## src/rtl/uk101_pkg.sv

```systemverilog
// Shared UK101 definitions: load-FIFO state encoding, ASCII control codes
// and the gap-counter load helper.
package uk101_pkg;

   typedef enum logic [2:0] {
      ST_IDLE,
      ST_FILL,
      ST_PRESENT,
      ST_GAP,
      ST_DRAIN
   } load_state_t;

   localparam logic [7:0] ASCII_CR = 8'h0D;
   localparam logic [7:0] ASCII_LF = 8'h0A;

   // A requested gap of N cycles loads N-1; zero still yields one gap cycle.
   function automatic int unsigned gap_load(input int unsigned cycles);
      return (cycles == 32'd0) ? 32'd0 : cycles - 32'd1;
   endfunction

endpackage

```

## src/rtl/sync_fifo.sv

```systemverilog
// Byte FIFO with power-of-two depth. Flush empties it and may accept that
// cycle's push as the first entry of the new contents.
module sync_fifo #(
   parameter int unsigned DEPTH = 16
) (
   input  logic                     clk,
   input  logic                     n_reset,
   input  logic                     push,
   input  logic                     pop,
   input  logic                     flush,
   input  logic [7:0]               wr_data,
   output logic [7:0]               rd_data,
   output logic                     full,
   output logic                     empty,
   output logic [$clog2(DEPTH):0]   count
);

   localparam int AW = $clog2(DEPTH);
   localparam int CW = AW + 1;

   logic [7:0]    mem [DEPTH];
   logic [AW-1:0] wr_ptr;
   logic [AW-1:0] rd_ptr;
   logic [AW-1:0] wr_idx;
   logic          do_push;
   logic          do_pop;

   assign full    = (count == CW'(DEPTH));
   assign empty   = (count == '0);
   assign do_push = push && (!full || flush);
   assign do_pop  = pop && !empty && !flush;
   assign wr_idx  = flush ? '0 : wr_ptr;
   assign rd_data = mem[rd_ptr];

   always_ff @(posedge clk) begin
      if (n_reset && do_push) begin
         mem[wr_idx] <= wr_data;
      end
   end

   always_ff @(posedge clk) begin
      if (!n_reset) begin
         wr_ptr <= '0;
         rd_ptr <= '0;
         count  <= '0;
      end else if (flush) begin
         rd_ptr <= '0;
         wr_ptr <= do_push ? AW'(1) : '0;
         count  <= do_push ? CW'(1) : '0;
      end else begin
         if (do_push) wr_ptr <= wr_ptr + AW'(1);
         if (do_pop)  rd_ptr <= rd_ptr + AW'(1);
         if (do_push && !do_pop) begin
            count <= count + CW'(1);
         end else if (do_pop && !do_push) begin
            count <= count - CW'(1);
         end
      end
   end

endmodule

```

## src/rtl/ascii_load_fifo.sv

```systemverilog
// Paces an HPS file download into the ACIA receive path one byte at a time,
// with a short idle gap per byte and a long one after each carriage return.
module ascii_load_fifo
   import uk101_pkg::*;
#(
   parameter int unsigned DEPTH      = 16,
   parameter int unsigned GAP_CYCLES = 48000,
   parameter int unsigned LINE_GAP   = 960000,
   parameter int unsigned STRIP_LF   = 1
) (
   input  logic        clk,
   input  logic        n_reset,
   input  logic        ioctl_download,
   input  logic        ioctl_wr,
   input  logic [15:0] ioctl_addr,
   input  logic [7:0]  ioctl_data,
   output logic        ioctl_wait,
   output logic [7:0]  rx_data,
   output logic        rx_valid,
   input  logic        rx_ready,
   output logic        busy,
   output logic        overflow
);

   localparam int CW      = $clog2(DEPTH) + 1;
   localparam int GAP_MAX = (GAP_CYCLES > LINE_GAP) ? int'(GAP_CYCLES) : int'(LINE_GAP);
   localparam int GW      = ($clog2(GAP_MAX + 1) > 0) ? $clog2(GAP_MAX + 1) : 1;

   localparam logic [GW-1:0] BYTE_LOAD  = GW'(gap_load(GAP_CYCLES));
   localparam logic [GW-1:0] LINE_LOAD  = GW'(gap_load(LINE_GAP));
   localparam logic [CW-1:0] WAIT_LEVEL = CW'(DEPTH - 1);

   load_state_t   state;
   logic [GW-1:0] gap_cnt;
   logic          download_q;
   logic          is_rise;
   logic          new_file;
   logic          wr_valid;
   logic          is_lf;
   logic          push;
   logic          pop;
   logic          drop;
   logic          fifo_full;
   logic          fifo_empty;
   logic [CW-1:0] fifo_count;
   logic [7:0]    head;

   // A new file starts on the download rise or on a write to offset 0;
   // writes outside a download are ignored, so the restart needs one too.
   assign is_rise  = ioctl_download && !download_q;
   assign wr_valid = ioctl_wr && ioctl_download;
   assign new_file = is_rise || (wr_valid && (ioctl_addr == 16'h0000));
   assign is_lf    = (STRIP_LF != 0) && (ioctl_data == ASCII_LF);
   assign push     = wr_valid && !is_lf && (!fifo_full || new_file);
   assign drop     = wr_valid && fifo_full && !new_file;
   assign pop      = (state == ST_PRESENT) && rx_ready && !new_file;

   sync_fifo #(.DEPTH(DEPTH)) u_fifo (
      .clk     (clk),
      .n_reset (n_reset),
      .push    (push),
      .pop     (pop),
      .flush   (new_file),
      .wr_data (ioctl_data),
      .rd_data (head),
      .full    (fifo_full),
      .empty   (fifo_empty),
      .count   (fifo_count)
   );

   always_ff @(posedge clk) begin
      if (!n_reset) begin
         state      <= ST_IDLE;
         gap_cnt    <= '0;
         download_q <= 1'b0;
         ioctl_wait <= 1'b0;
         rx_data    <= 8'h00;
         rx_valid   <= 1'b0;
         busy       <= 1'b0;
         overflow   <= 1'b0;
      end else begin
         download_q <= ioctl_download;
         ioctl_wait <= (fifo_count >= WAIT_LEVEL);
         if (new_file) begin
            overflow <= 1'b0;
         end else if (drop) begin
            overflow <= 1'b1;
         end

         if (new_file) begin
            state    <= ST_FILL;
            rx_valid <= 1'b0;
            busy     <= 1'b1;
         end else begin
            case (state)
               ST_IDLE: begin
                  busy <= 1'b0;
               end
               ST_FILL: begin
                  if (!fifo_empty) begin
                     state    <= ST_PRESENT;
                     rx_valid <= 1'b1;
                     rx_data  <= head;
                  end else if (!ioctl_download) begin
                     state <= ST_IDLE;
                     busy  <= 1'b0;
                  end
               end
               ST_PRESENT: begin
                  if (rx_ready) begin
                     gap_cnt  <= (rx_data == ASCII_CR) ? LINE_LOAD : BYTE_LOAD;
                     rx_valid <= 1'b0;
                     state    <= ioctl_download ? ST_GAP : ST_DRAIN;
                  end
               end
               ST_GAP, ST_DRAIN: begin
                  // A download that ends mid-gap still waits out that gap.
                  if (gap_cnt != '0) begin
                     gap_cnt <= gap_cnt - GW'(1);
                  end else if (!fifo_empty) begin
                     state    <= ST_PRESENT;
                     rx_valid <= 1'b1;
                     rx_data  <= head;
                  end else if ((state == ST_GAP) && ioctl_download) begin
                     state <= ST_FILL;
                  end else begin
                     state <= ST_IDLE;
                     busy  <= 1'b0;
                  end
               end
               default: begin
                  state    <= ST_IDLE;
                  rx_valid <= 1'b0;
                  busy     <= 1'b0;
               end
            endcase
         end
      end
   end

endmodule

```

## config.mk

```make
export PLATFORM = sky130hd
export DESIGN_NAME = ascii_load_fifo
export DESIGN_NICKNAME = d
export VERILOG_FILES = /design/src/rtl/uk101_pkg.sv /design/src/rtl/sync_fifo.sv /design/src/rtl/ascii_load_fifo.sv
export SDC_FILE = /design/constraint.sdc
export NUM_CORES = 1
export LEC_CHECK = 0
export BUFFER_PORTS_ARGS = -buffer_cell sky130_fd_sc_hd__buf_4
export CORE_AREA = 2 2 129 131
export CTS_BUF_LIST = sky130_fd_sc_hd__clkbuf_2
export CTS_CLUSTER_SIZE = 40
export DETAILED_ROUTE_END_ITERATION = 16
export DIE_AREA = 0 0 131 133
export PLACE_DENSITY_LB_ADDON = 0.3
export SETUP_SLACK_MARGIN = 0.02
export SLEW_MARGIN = 30
export SYNTH_ARGS = -nofsm -noshare
export SYNTH_HDL_FRONTEND = slang
export SYNTH_SLANG_ARGS = --single-unit
```

## constraint.sdc

```tcl
create_clock -name clk -period 3.62 [get_ports clk]
set_input_delay 0.181 -clock clk [delete_from_list [all_inputs] [get_ports clk]]
set_output_delay 0.181 -clock clk [all_outputs]
set_load 0.02 [all_outputs]
```

# == After elaboration in Yosys (flattened, before gate mapping) ==
# Memories as Yosys holds them, arrays and structs flattened. A register that Yosys moved wholly into a read port is not among the register bits.
# Cells that the tools add are included.
# word_totals
regBits,49
ramBits,128
inputBits,29
out_inout_bits,12
wordCells,122
memories,1
# memory_table
name,depth,width,read_ports,rd_clocked_by_memory_dff,wr,line_no,rtl
u_fifo.mem,16,8,1,1,1,sync_fifo.sv:21,logic [7:0] mem [DEPTH];
# classes
add_sub_neg,5
n_lt_le_gt_ge,1
n_eq_ne,20
muxes,39
bitwise_logic,3
reduce_logical,41
# op_table
op,count
2-to-1 mux 20 bit,3
case mux 20 bit (2 select lines),1
2-to-1 mux 4 bit,5
nonzero test 20 bit,1
subtractor 20 x 1 -> 20 bit (second input constant),1
!= test 3 x 2 -> 1 bit (second input constant),6
== test 8 x 4 -> 1 bit (second input constant),2
logical AND 1 bit,16
zero test 16 bit,1
2-to-1 mux 8 bit,2
case mux 8 bit (2 select lines),1
2-to-1 mux 1 bit,15
2-to-1 mux 3 bit,5
2-to-1 mux 5 bit,3
case mux 3 bit (4 select lines),1
AND reduction 4 bit,3
adder 4 x 1 -> 4 bit (second input constant),2
zero test 1 bit,7
== test 3 x 2 -> 1 bit (second input constant),2
!= test 2 bit (second input constant),3
AND reduction 3 bit,2
AND reduction 6 bit,1
nonzero test 2 bit,3
adder 5 x 1 -> 5 bit (second input constant),1
other kinds (17),22

# == Logic depth before layout (Yosys ltp) ==
# Gate-level depths: netlist (run 1).
# depth
word_depth,11
depth_mapped,13
mapped_depth_nobuf,11

# == Cells and area by module ==
# A second synthesis (run 1) with hierarchy kept.
# unflattened
hier_cells,604
area_unflattened_um2,8017.7
# modules_own_cells
module,n_inst,cells_each,area_per_inst_um2,seq_area_each_um2
sync_fifo,1,332,5895.7,4184.0
ascii_load_fifo,1,272,2122.0,720.7

# == Least setup slack after synthesis (run 1) ==
# No wires, ideal clock.
# synth_timing
path_kind,input -> register
startpoint,input ioctl_download
endpoint,register u_fifo.count[4]
setup_time_ns,0.060
t_arrival_ns,3.410
required_ns,3.560
slack_ns,0.150
cell_stages,13
path_buffers,2
path_cell_list,clkbuf_1 -> and2_1 -> nand3_1 -> o21ai_1 -> clkbuf_1 -> nor2_1 -> or2_2 -> fa_1 -> a21o_1 -> a21o_1 -> or4b_1 -> a211o_1 -> nand2_1
# synth_between
elab_chain_len,11
elab_cells_between_ends,19
classes_between,mux (2); reduce/logical (17)
# synth_rtl
item,line_no,rtl
from (decl),ascii_load_fifo.sv:13,"input logic ioctl_download,"
logical AND 1 bit,ascii_load_fifo.sv:51,assign wr_valid = ioctl_wr && ioctl_download;
logical AND 1 bit,ascii_load_fifo.sv:52,assign new_file = is_rise || (wr_valid && (ioctl_addr == 16'h0000));
logical OR 1 bit,ascii_load_fifo.sv:52,
zero test 1 bit,"sync_fifo.sv:31, ascii_load_fifo.sv:56",
logical AND 1 bit,ascii_load_fifo.sv:56,assign pop = (state == ST_PRESENT) && rx_ready && !new_file;
logical AND 1 bit (2 in a row),sync_fifo.sv:31,assign do_pop = pop && !empty && !flush;
zero test 1 bit,sync_fifo.sv:53,if (do_push && !do_pop) begin
logical AND 1 bit,sync_fifo.sv:53,
2-to-1 mux 5 bit,sync_fifo.sv:53,
2-to-1 mux 5 bit,sync_fifo.sv:46,end else if (flush) begin
to (signal assigned),sync_fifo.sv:49,count <= do_push ? CW'(1) : '0;
to (signal assigned),sync_fifo.sv:54,count <= count + CW'(1);
to (signal assigned),sync_fifo.sv:56,count <= count - CW'(1);
to (decl),sync_fifo.sv:15,output logic [$clog2(DEPTH):0] count
# Parallel ways exist; a longest one is shown, timed or not.
# A chain may end at the register's enable or synchronous reset.

# == Worst setup path after layout (run 1) ==
# layout_timing
startpoint,register u_fifo.count[0]
endpoint,register u_fifo.count[4]
# layout_between
elab_chain_len,8
elab_cells_between_ends,19
classes_between,add/sub (2); eq/ne (1); mux (3); reduce/logical (13)
# layout_rtl
item
"parallel branches: the longest is 8 deep, another holds subtractor 5 x 1 -> 5 bit"
# Several ways; the timed one is not identified. The select of a mux whose other input is x is not followed.

==> results of run 1 <==
==> layout make-up <==
type / count / area, µm²
Clock inverter: 14 / 161
Tap cell: 220 / 275
Multi-Input combinational cell: 348 / 2830
Clock buffer: 17 / 85.1
Timing Repair Buffer: 75 / 608
Inverter: 6 / 22.5
Fill cell: 1330 / 7280
Sequential cell: 181 / 4910
Antenna cell: 1 / 2.50
==> flip-flops by register name, summed over array words and instances (netlist names), named ones only <==
signal / flops
busy: 1
download_q: 1
gap_cnt: 20
ioctl_wait: 1
overflow: 1
rx_data: 8
rx_valid: 1
state: 3
u_fifo.count: 5
u_fifo.mem: 128
u_fifo.rd_ptr: 4
u_fifo.wr_ptr: 4
==> per-layer routing <==
layer / part of all wire (%) / wire (µm) / track usage (%) / up-vias
met5: 0 / 0 / 0 / -
met4: 1.5 / 249 / 6.44 / 0
met3: 4.4 / 732 / 3.88 / 18
met2: 49 / 8040 / 32.3 / 147
met1: 45 / 7490 / 28.3 / 2590
li1: - / - / - / 2380
==> worst max-delay path: cells and delay by family, from the launching register on <==
kind,cells,cell delay [ns]
AOI/OAI and AO/OA,3,0.70
and+or+nand+nor,7,1.79
DFF,1,0.45
adders and majority gates,1,0.42
==> cell families after synthesis <==
kind of cell	share of synthesized area [%]
simple gates	12.3
flops	62.3
compound gates	9.15
mux	12.1
buf+inv	1.73
xor+xnor	1.11
fa+ha+maj	1.37
==> placed cells by master, fill, tap and decap left out, types with 4 or more instances in the layout <==
cell type / n
nand3b_1: 4
nor4_1: 20
dfxtp_1: 52
a21oi_1: 23
nand2_1: 32
a31oi_1: 6
mux2i_1: 5
or3_1: 9
clkinv_8: 4
xor2_1: 5
clkbuf_2: 17
mux4_2: 40
a311oi_1: 5
nor3_1: 12
nand2b_1: 7
o31ai_1: 4
inv_8: 4
o21ai_0: 14
xnor2_1: 5
edfxtp_1: 128
buf_4: 61
or4_1: 6
nand3_1: 23
nor2_1: 45
dlygate4sd3_1: 13
o21a_1: 7
o31a_1: 4
a41oi_1: 4
a211oi_1: 11
ha_1: 7
inv_1: 6
nor2b_1: 4
==> how the worst max path moves through the flow <==
stage	slack, ns	endpoint	startpoint
6_report	0.24	u_fifo.count[4]$_SDFFE_PN0P_	u_fifo.count[0]$_SDFFE_PN0P_
4_1_cts	0.26	u_fifo.count[4]$_SDFFE_PN0P_	u_fifo.count[0]$_SDFFE_PN0P_
3_3_place_gp	0.44	u_fifo.count[4]$_SDFFE_PN0P_	ioctl_addr[0]
5_1_grt	0.07	u_fifo.count[4]$_SDFFE_PN0P_	u_fifo.count[0]$_SDFFE_PN0P_
3_5_place_dp	0.34	u_fifo.count[4]$_SDFFE_PN0P_	u_fifo.count[0]$_SDFFE_PN0P_
2_1_floorplan	0.15	u_fifo.count[4]$_SDFFE_PN0P_	ioctl_download
==> power groups by stage <==
stage          Sequential (µW)  Combinational, µW  Clock, µW
3_3_place_gp              2300                337          0
4_1_cts                   2260                363       1050
5_1_grt                   2270                403       1130
6_report                  2260                366       1020
2_1_floorplan             2300                223          0
3_5_place_dp              2300                351          0
==> metrics by stage <==
stage          worst slack, ns  instances  cell area [µm²]  power [µW]  util, %
5_1_grt                 0.0740        862             8890        3800     55.0
3_5_place_dp             0.339        817             8510        2660     52.6
4_1_cts                  0.262        861             8890        3670     55.0
6_report                 0.236        862             8890        3640     55.0
2_1_floorplan            0.150        564             7870        2530        -
3_3_place_gp             0.441        817             8510        2640     52.6
==> timing repair <==
| action | in CTS | in global routing |
|---|---|---|
| hold endpoints to repair | 157 | 0 |
| gates resized for setup | 0 | 0 |
| hold buffers | 13 | 0 |
==> metrics, run 1 <==
DR pass1 iterations=6; Critical Path RT=4.36 ns; FP Rows=47; core area=0.0162 mm²; Syn Nets=601; Synth Flop Type=edfxtp_1; CTS Buf Count=17; Top Ports=41; max-cap violations=0; P per Cell Area=410 mW/mm²; Synth Cell Area=0.00787 mm²; Layout Skew=0.0212 ns; full die area=0.0174 mm²; commonest cells in the netlist=128 x edfxtp_1, 53 x dfxtp_1, 45 x nor2_1; root buffer cell=clkbuf_2; CTS Buffer Depth=2; R2R cell count=11; FF+latch count, synth=181; Post-route DRC=0; sequential element share of the synthesized area=62.3%; kind of critical path=reg -> reg; height of the die=133 µm; vias=5135; Worst R2R Start=u_fifo.count[0]$_SDFFE_PN0P_; Max FO, Critical Path=8; total global-route track usage=20.3%; fin crit period=3.38 ns; top cells by area in the synthesized netlist=edfxtp_1 49%, dfxtp_1 13%, mux4_2 11%; post-synthesis cell count=564; pin count of the biggest net entering global routing=34; Post-DP HPWL=11000 µm; register share of total power=62.1%; RSZ-0062 raised after global routing=false; post-synth top area share=48.8%; I/O Buffers=40; Leakage=0.00295 µW; Post-CTS Setup Bufs=0; Setup TNS=0 ns; fin crit share=93.5%; Slew headroom=42.1%; max-slew violations=0; clock-pin transition on the worst setup and hold timing paths=0.27 ns; Clk pwr share=27.9%; GR Overflow Total=0; clk sink count=181; Fmax=295 MHz; htree depth=4; hold path depth=6; CTS tree=yes; worst slew pin tran=0.867 ns; crit end category=register; number of hold violations in the final report=0; Unique masters post-synth=59; most common cell in the synthesized netlist=edfxtp_1; Fin Hold WS=0.124 ns; Slowest cell on crit path=or4b_1; Max rail drop VDD=0.230 mV; share of cells above drive strength 1=22.6%; DR WL/cell=19.2 µm; die width=131 µm; critical path data arrival time=4.12 ns; initial antenna violation count=1; outcome=finished clean; FF-to-FF setup slack=0.24 ns; ANT nets after route=0; Yosys top cell by area=edfxtp_1; global-route wire length before repair=26700 µm; cell internal pwr=2610 µW; Syn. warnings=0; capturing point of the worst reg2reg path=u_fifo.count[4]$_SDFFE_PN0P_; Psw=1030 µW; clock latency on the worst-skew pair=0.77 ns; WHS Endpoint=u_fifo.wr_ptr[2]$_SDFFE_PN0P_; initial detailed-routing violation count=471; Area growth, synth to finish=13.0%; final setup vio count=0; Placer Congestion=0.891; CP Launch Type=register; asr flop ratio synth=0%; EDFF count, synth=128; CP max stage delay=0.49 ns; WL final=16500 µm; Worst Hold Class=in -> reg; crit-path cells=nor4_1 > nand2b_1 > nand2b_1 > nor2_1 > or2_2 > fa_1 > a21o_1 > a21o_1 > or4b_1 > a211o_1 > nand2_1; Logic pwr share=10.0%; vias per cell=5.96; Mean Syn Cell Area=14.0 µm²; starting density of the core=48.7%; sw frac=28.3%; vias in the first global route=5066; hold path start=ioctl_addr[6]; nets@finish=666
Power figures use the tool's default switching activity.
==> run 2: changes to the inputs <==
--- a/config.mk
+++ b/config.mk
@@ -12,6 +12,7 @@
 export DETAILED_ROUTE_END_ITERATION = 16
 export DIE_AREA = 0 0 131 133
 export PLACE_DENSITY_LB_ADDON = 0.3
+export RECOVER_POWER = 50
 export SETUP_SLACK_MARGIN = 0.02
 export SLEW_MARGIN = 30
 export SYNTH_ARGS = -nofsm -noshare
==> metrics, run 2 (same netlist as run 1, synthesis figures left out) <==
RSZ-0062 raised after global routing=false (unchanged); WP buf/inv=2 (was 0); DR pass1 iterations=5 (was 6); Layout Cells excl Fill=862 (unchanged); clk sink count=181 (unchanged); Fin Hold WS=0.146 ns (was 0.124 ns); pin count of the biggest net entering global routing=34 (unchanged); kind of critical path=in -> reg (was reg -> reg); Slowest cell on crit path=nor4bb_1 (was or4b_1); total global-route track usage=20.3% (unchanged); FF-to-FF setup slack=0.23 ns (was 0.24 ns); ANT nets after route=0 (unchanged); fin crit share=94.3% (was 93.5%); initial antenna violation count=1 (unchanged); number of hold violations in the final report=0 (unchanged); CTS Buffer Depth=2 (unchanged); worst slew pin tran=1.39 ns (was 0.867 ns); Critical Path Sink=u_fifo.count[4]$_SDFFE_PN0P_ (unchanged); Fmax=293 MHz (was 295 MHz); Worst Hold Class=in -> reg (unchanged); height of the die=133 µm (unchanged); clock latency on the worst-skew pair=0.76 ns (was 0.77 ns); crit path from=ioctl_data[3] (was u_fifo.count[0]$_SDFFE_PN0P_); Top Ports=41 (unchanged); Largest delay share family, worst path=simple AND/OR/NAND/NOR gates (unchanged); capturing point of the worst reg2reg path=u_fifo.count[4]$_SDFFE_PN0P_ (unchanged); Max rail drop VDD=0.229 mV (was 0.230 mV); CTS Buf Count=17 (unchanged); R2R cell count=11 (unchanged); DR WL/cell=19.2 µm (about the same); root buffer cell=clkbuf_2 (unchanged); nets@finish=666 (unchanged); Levels on crit path=12 (was 11); top flop regs=u_fifo.mem (128), gap_cnt (20), rx_data (8) (unchanged); crit-path cells=dlygate4sd3_1 > clkbuf_1 > nor4bb_1 > a21boi_0 > nand2_1 > or2_2 > ha_1 > a21o_1 > a21o_1 > or4b_1 > a211o_1 > nand2_1 (was nor4_1 > nand2b_1 > nand2b_1 > nor2_1 > or2_2 > fa_1 > a21o_1 > a21o_1 > or4b_1 > a211o_1 > nand2_1); FP Rows=47 (unchanged); I/O Buffers=40 (unchanged); clock-pin transition on the worst setup and hold timing paths=0.27 ns (about the same); Most flops, register=u_fifo.mem (unchanged); vias=5161 (was 5135); critical path data arrival time=4.14 ns (was 4.12 ns); final setup vio count=0 (unchanged); Critical Path RT=4.34 ns (was 4.36 ns); Leakage=0.00285 µW (was 0.00295 µW); P per Cell Area=413 mW/mm² (was 410 mW/mm²); htree depth=4 (unchanged); placed cells=817 (unchanged); max-slew violations=0 (unchanged); Post-DP HPWL=11000 µm (unchanged); initial detailed-routing violation count=458 (was 471); global-route wire length before repair=26700 µm (unchanged); Placer Congestion=0.891 (unchanged); full die area=0.0174 mm² (unchanged); CTS tree=yes (unchanged); die width=131 µm (unchanged); Slew headroom=7.58% (was 42.1%); Max FO, Critical Path=17 (was 8); Worst R2R Start=u_fifo.count[0]$_SDFFE_PN0P_ (unchanged); post-cts repair resize count=0 (unchanged); Setup TNS=0 ns (unchanged); vias in the first global route=5066 (unchanged); max-cap violations=0 (unchanged); fin crit period=3.41 ns (was 3.38 ns); core area=0.0162 mm² (unchanged); outcome=finished clean (unchanged); WL final=16600 µm (was 16500 µm); most frequent cells in the layout=128 x edfxtp_1, 52 x dfxtp_1, 45 x nor2_1 (was 128 x edfxtp_1, 61 x buf_4, 52 x dfxtp_1); crit end category=register (unchanged); Layout Skew=0.0216 ns (was 0.0212 ns); Post-route DRC=0 (unchanged); max reg flops=128 (unchanged); vias per cell=5.99 (was 5.96); CP Launch Type=primary input (was register); Area growth, synth to finish=11.8% (was 13.0%); starting density of the core=48.7% (unchanged); most common cell after layout, fill and taps aside=edfxtp_1 (unchanged); GR Overflow Total=0 (unchanged); CP max stage delay=0.70 ns (was 0.49 ns); share of cells above drive strength 1=18.7% (was 22.6%)
==> run 2: repair_timing <==
| item | in CTS | in global routing |
|---|---|---|
| hold endpoints to repair | 157 | 0 |
| buffers inserted | 0 | 0 |
| hold buffers | 13 | 0 |
| setup endpoints to repair | 0 | 0 |
==> run 2: metrics by stage <==
stage	setup WS, ns	instance area, µm²	total power [µW]	util [%]
after floorplan	0.150	7870	2530	-
after global placement	0.441	8510	2640	52.6
after detailed placement	0.339	8510	2660	52.6
after CTS	0.262	8890	3670	55.0
after global routing	0.0733	8800	3790	54.4
final	0.205	8800	3630	54.4
==> run 2: routing by layer <==
| layer | vias up | share of wire, % | track usage (%) |
|---|---|---|---|
| li1 | 2380 | - | - |
| met1 | 2616 | 45 | 28.3 |
| met2 | 145 | 49 | 32.3 |
| met3 | 20 | 4.4 | 3.88 |
| met4 | 0 | 1.5 | 6.44 |
| met5 | - | 0 | 0 |
==> run 2: report_power, final <==
| group | total (µW) | internal (µW) | switching [µW] |
|---|---|---|---|
| sequential | 2260 | 2240 | 23.1 |
| clock | 1010 | 229 | 784 |
| combinational | 356 | 135 | 221 |
| total | 3630 | 2600 | 1030 |
==> run 2: how the worst min path moves through the flow <==
stage | depth (start not counted) | start | to | slack [ns]
2_1_floorplan | 0 | ioctl_data[0] | u_fifo.mem[0][0]$_DFFE_PP_ | 0.28
3_3_place_gp | 2 | gap_cnt[14]$_SDFFE_PN0P_ | gap_cnt[14]$_SDFFE_PN0P_ | 0.46
3_5_place_dp | 2 | gap_cnt[14]$_SDFFE_PN0P_ | gap_cnt[14]$_SDFFE_PN0P_ | 0.46
4_1_cts | 6 | ioctl_addr[6] | overflow$_SDFFE_PP0P_ | 0.05
5_1_grt | 6 | ioctl_addr[6] | busy$_SDFFE_PN0P_ | 0.1
6_report | 6 | ioctl_addr[6] | busy$_SDFFE_PN0P_ | 0.15
==> run 2: cell type report <==
class / instances / area (µm²)
tap: 220 / 275
multi-input combinational: 348 / 2830
clock inverter: 14 / 161
fill: 1349 / 7370
sequential: 181 / 4910
timing repair buffer: 75 / 514
antenna: 1 / 2.50
inverter: 6 / 22.5
clock buffer: 17 / 85.1
==> run 2: worst min-delay path: stages <==
cell and delay, ns:
buf_4 0.08, nor4_1 0.05, nand2_1 0.10, o21ai_1 0.10, buf_4 0.20, o21a_1 0.19
==> run 3: changes to the inputs <==
==> constraint.sdc (replaced) <==
create_clock -name clk -period 4.25 [get_ports clk]
set_input_delay 0.2125 -clock clk [delete_from_list [all_inputs] [get_ports clk]]
set_output_delay 0.2125 -clock clk [all_outputs]
set_load 0.02 [all_outputs]
==> metrics, run 3 (same netlist as run 1, synthesis figures left out) <==
Setup TNS=0 ns (unchanged); root buffer cell=clkbuf_2 (unchanged); htree depth=4 (unchanged); capturing point of the worst reg2reg path=u_fifo.count[4]$_SDFFE_PN0P_ (unchanged); Leakage=0.00281 µW (was 0.00285 µW); number of hold violations in the final report=0 (unchanged); post-place setup slack=0.764 ns (was 0.339 ns); WP buf/inv=3 (was 2); P per Cell Area=356 mW/mm² (was 413 mW/mm²); Max rail drop VDD=0.241 mV (was 0.229 mV); Psw=891 µW (was 1030 µW); RSZ-0062 raised after global routing=false (unchanged); nets@finish=657 (was 666); Largest delay share family, worst path=buffers and inverters (was simple AND/OR/NAND/NOR gates); fin crit period=3.81 ns; crit end category=register (unchanged); setup ws final=0.440 ns (was 0.205 ns); global-route wire length before repair=26100 µm (was 26700 µm); register share of total power=62.1% (was 62.3%); most common cell after layout, fill and taps aside=edfxtp_1 (unchanged); Worst Hold Class=in -> reg (unchanged); Slew headroom=7.24% (was 7.58%); placed cells=808 (was 817); CTS Buffer Depth=2 (unchanged); Critical Path RT=4.99 ns (was 4.34 ns); WL final=16600 µm (about the same); kind of critical path=in -> reg (unchanged); Logic pwr share=9.4% (was 9.8%); full die area=0.0174 mm² (unchanged); filler instances=1318 (was 1349); hold path start=ioctl_addr[10] (was ioctl_addr[6]); outcome=finished clean (unchanged); initial detailed-routing violation count=381 (was 458); top flop regs=u_fifo.mem (128), gap_cnt (20), rx_data (8) (unchanged); max-slew violations=0 (unchanged); Layout Skew=0.0481 ns (was 0.0216 ns); design area=0.00875 mm² (was 0.00880 mm²); CTS tree=yes (unchanged); most frequent cells in the layout=128 x edfxtp_1, 52 x dfxtp_1, 45 x nor2_1 (unchanged); Post-DP HPWL=11100 µm (was 11000 µm); worst slew pin tran=1.39 ns (about the same); share of cells above drive strength 1=17.9% (was 18.7%); R2R cell count=11 (unchanged); critical path data arrival time=4.55 ns (was 4.14 ns); FF-to-FF setup slack=0.72 ns (was 0.23 ns); Slowest cell on crit path=clkbuf_1 (was nor4bb_1); initial antenna violation count=1 (unchanged); Clk pwr share=28.5% (was 27.9%); final setup vio count=0 (unchanged); Top Ports=41 (unchanged); total global-route track usage=19.8% (was 20.3%); Layout Cells excl Fill=854 (was 862); Area growth, synth to finish=11.1% (was 11.8%); vias in the first global route=5024 (was 5066); GR Overflow Total=0 (unchanged); Placer Congestion=0.857 (was 0.891); hold path depth=7 (was 6); CTS Buf Count=17 (unchanged); core area=0.0162 mm² (unchanged); vias=5086 (was 5161); height of the die=133 µm (unchanged); CP Launch Type=primary input (unchanged); crit-path cells=dlygate4sd3_1 > clkbuf_1 > nor4bb_1 > a21boi_0 > clkbuf_1 > nand2_1 > or2_2 > fa_1 > a21o_1 > a21o_1 > or4b_1 > a211o_1 > nand2_1 (was dlygate4sd3_1 > clkbuf_1 > nor4bb_1 > a21boi_0 > nand2_1 > or2_2 > ha_1 > a21o_1 > a21o_1 > or4b_1 > a211o_1 > nand2_1); DR pass1 iterations=5 (unchanged); Max FO, Critical Path=17 (unchanged); max-cap violations=0 (unchanged); clk sink count=181 (unchanged); CP max stage delay=0.60 ns (was 0.70 ns); Most flops, register=u_fifo.mem (unchanged); final core utilization=54.1% (was 54.4%); sw frac=28.6% (was 28.3%); pin count of the biggest net entering global routing=34 (unchanged); starting density of the core=48.7% (unchanged); die width=131 µm (unchanged); Post-CTS Setup Bufs=0 (unchanged); dpl cell area=0.00844 mm² (was 0.00851 mm²); Post-route DRC=0 (unchanged); Fmax=262 MHz; DR WL/cell=19.5 µm (was 19.2 µm); clock latency on the worst-skew pair=0.76 ns (about the same); vias per cell=5.96 (was 5.99); ANT nets after route=0 (unchanged); cell internal pwr=2220 µW (was 2600 µW); clock-pin transition on the worst setup and hold timing paths=0.31 ns (was 0.27 ns); max reg flops=128 (unchanged); FP Rows=47 (unchanged); WHS Endpoint=u_fifo.wr_ptr[2]$_SDFFE_PN0P_ (was busy$_SDFFE_PN0P_); Worst R2R Start=state[0]$_SDFFE_PN0P_ (was u_fifo.count[0]$_SDFFE_PN0P_); I/O Buffers=40 (unchanged); fin crit share=89.6%
## run 3: tightest hold or removal path: cells and delay by family
kind	cells	cell delay [ns]
compound gates	1	0.21
xor+xnor	1	0.08
simple gates	4	0.36
buf+inv	1	0.08
## run 3: through the flow
stage               hold slack (ns)  total power [µW]
floorplan                     0.311              2150
global placement              0.458              2240
detailed placement            0.465              2250
CTS                          0.0930              3140
global route                  0.117              3240
finish                        0.185              3110
## run 3: final cells by class
cell class	count	area, µm²	share of cell area [%]
diodes	1	2.50	0.0286
flip-flops and latches	181	4910	56.1
inverters	6	22.5	0.258
well taps	220	275	3.15
clock inverters	15	178	2.03
multi-input cells	348	2840	32.5
clock buffers	17	85.1	0.973
repair buffers	66	434	4.96
## run 3: how the worst max path moves through the flow
stage,slack [ns],cells after the start,startpoint,to
finish,0.44,13,ioctl_data[0],u_fifo.count[4]$_SDFFE_PN0P_
global route,0.26,13,ioctl_data[7],u_fifo.count[4]$_SDFFE_PN0P_
CTS,0.76,12,u_fifo.count[0]$_SDFFE_PN0P_,u_fifo.count[4]$_SDFFE_PN0P_
detailed placement,0.76,12,ioctl_addr[0],u_fifo.count[4]$_SDFFE_PN0P_
global placement,0.89,12,ioctl_addr[0],u_fifo.count[4]$_SDFFE_PN0P_
floorplan,0.75,13,ioctl_download,u_fifo.count[4]$_SDFFE_PN0P_
## run 3: what timing repair did
action / in CTS / in global routing
hold buffers: 13 / 0
resized for setup: 0 / 0
hold endpoints to repair: 154 / 0
## run 3: per-layer routing
metal  part of all wire, %  GRT usage (%)  up-vias
met5                     0              0        -
met4                   1.6           5.02        0
met3                   4.7           5.18       23
met2                    49           31.8      134
met1                    45           27.2     2572
li1                      -              -     2357
## run 3: power groups by stage
stage | registers [µW] | clock network (µW) | logic, µW
2_1_floorplan | 1960 | 0 | 190
3_3_place_gp | 1970 | 0 | 276
3_5_place_dp | 1970 | 0 | 286
4_1_cts | 1930 | 910 | 297
5_1_grt | 1940 | 977 | 325
6_report | 1930 | 888 | 293
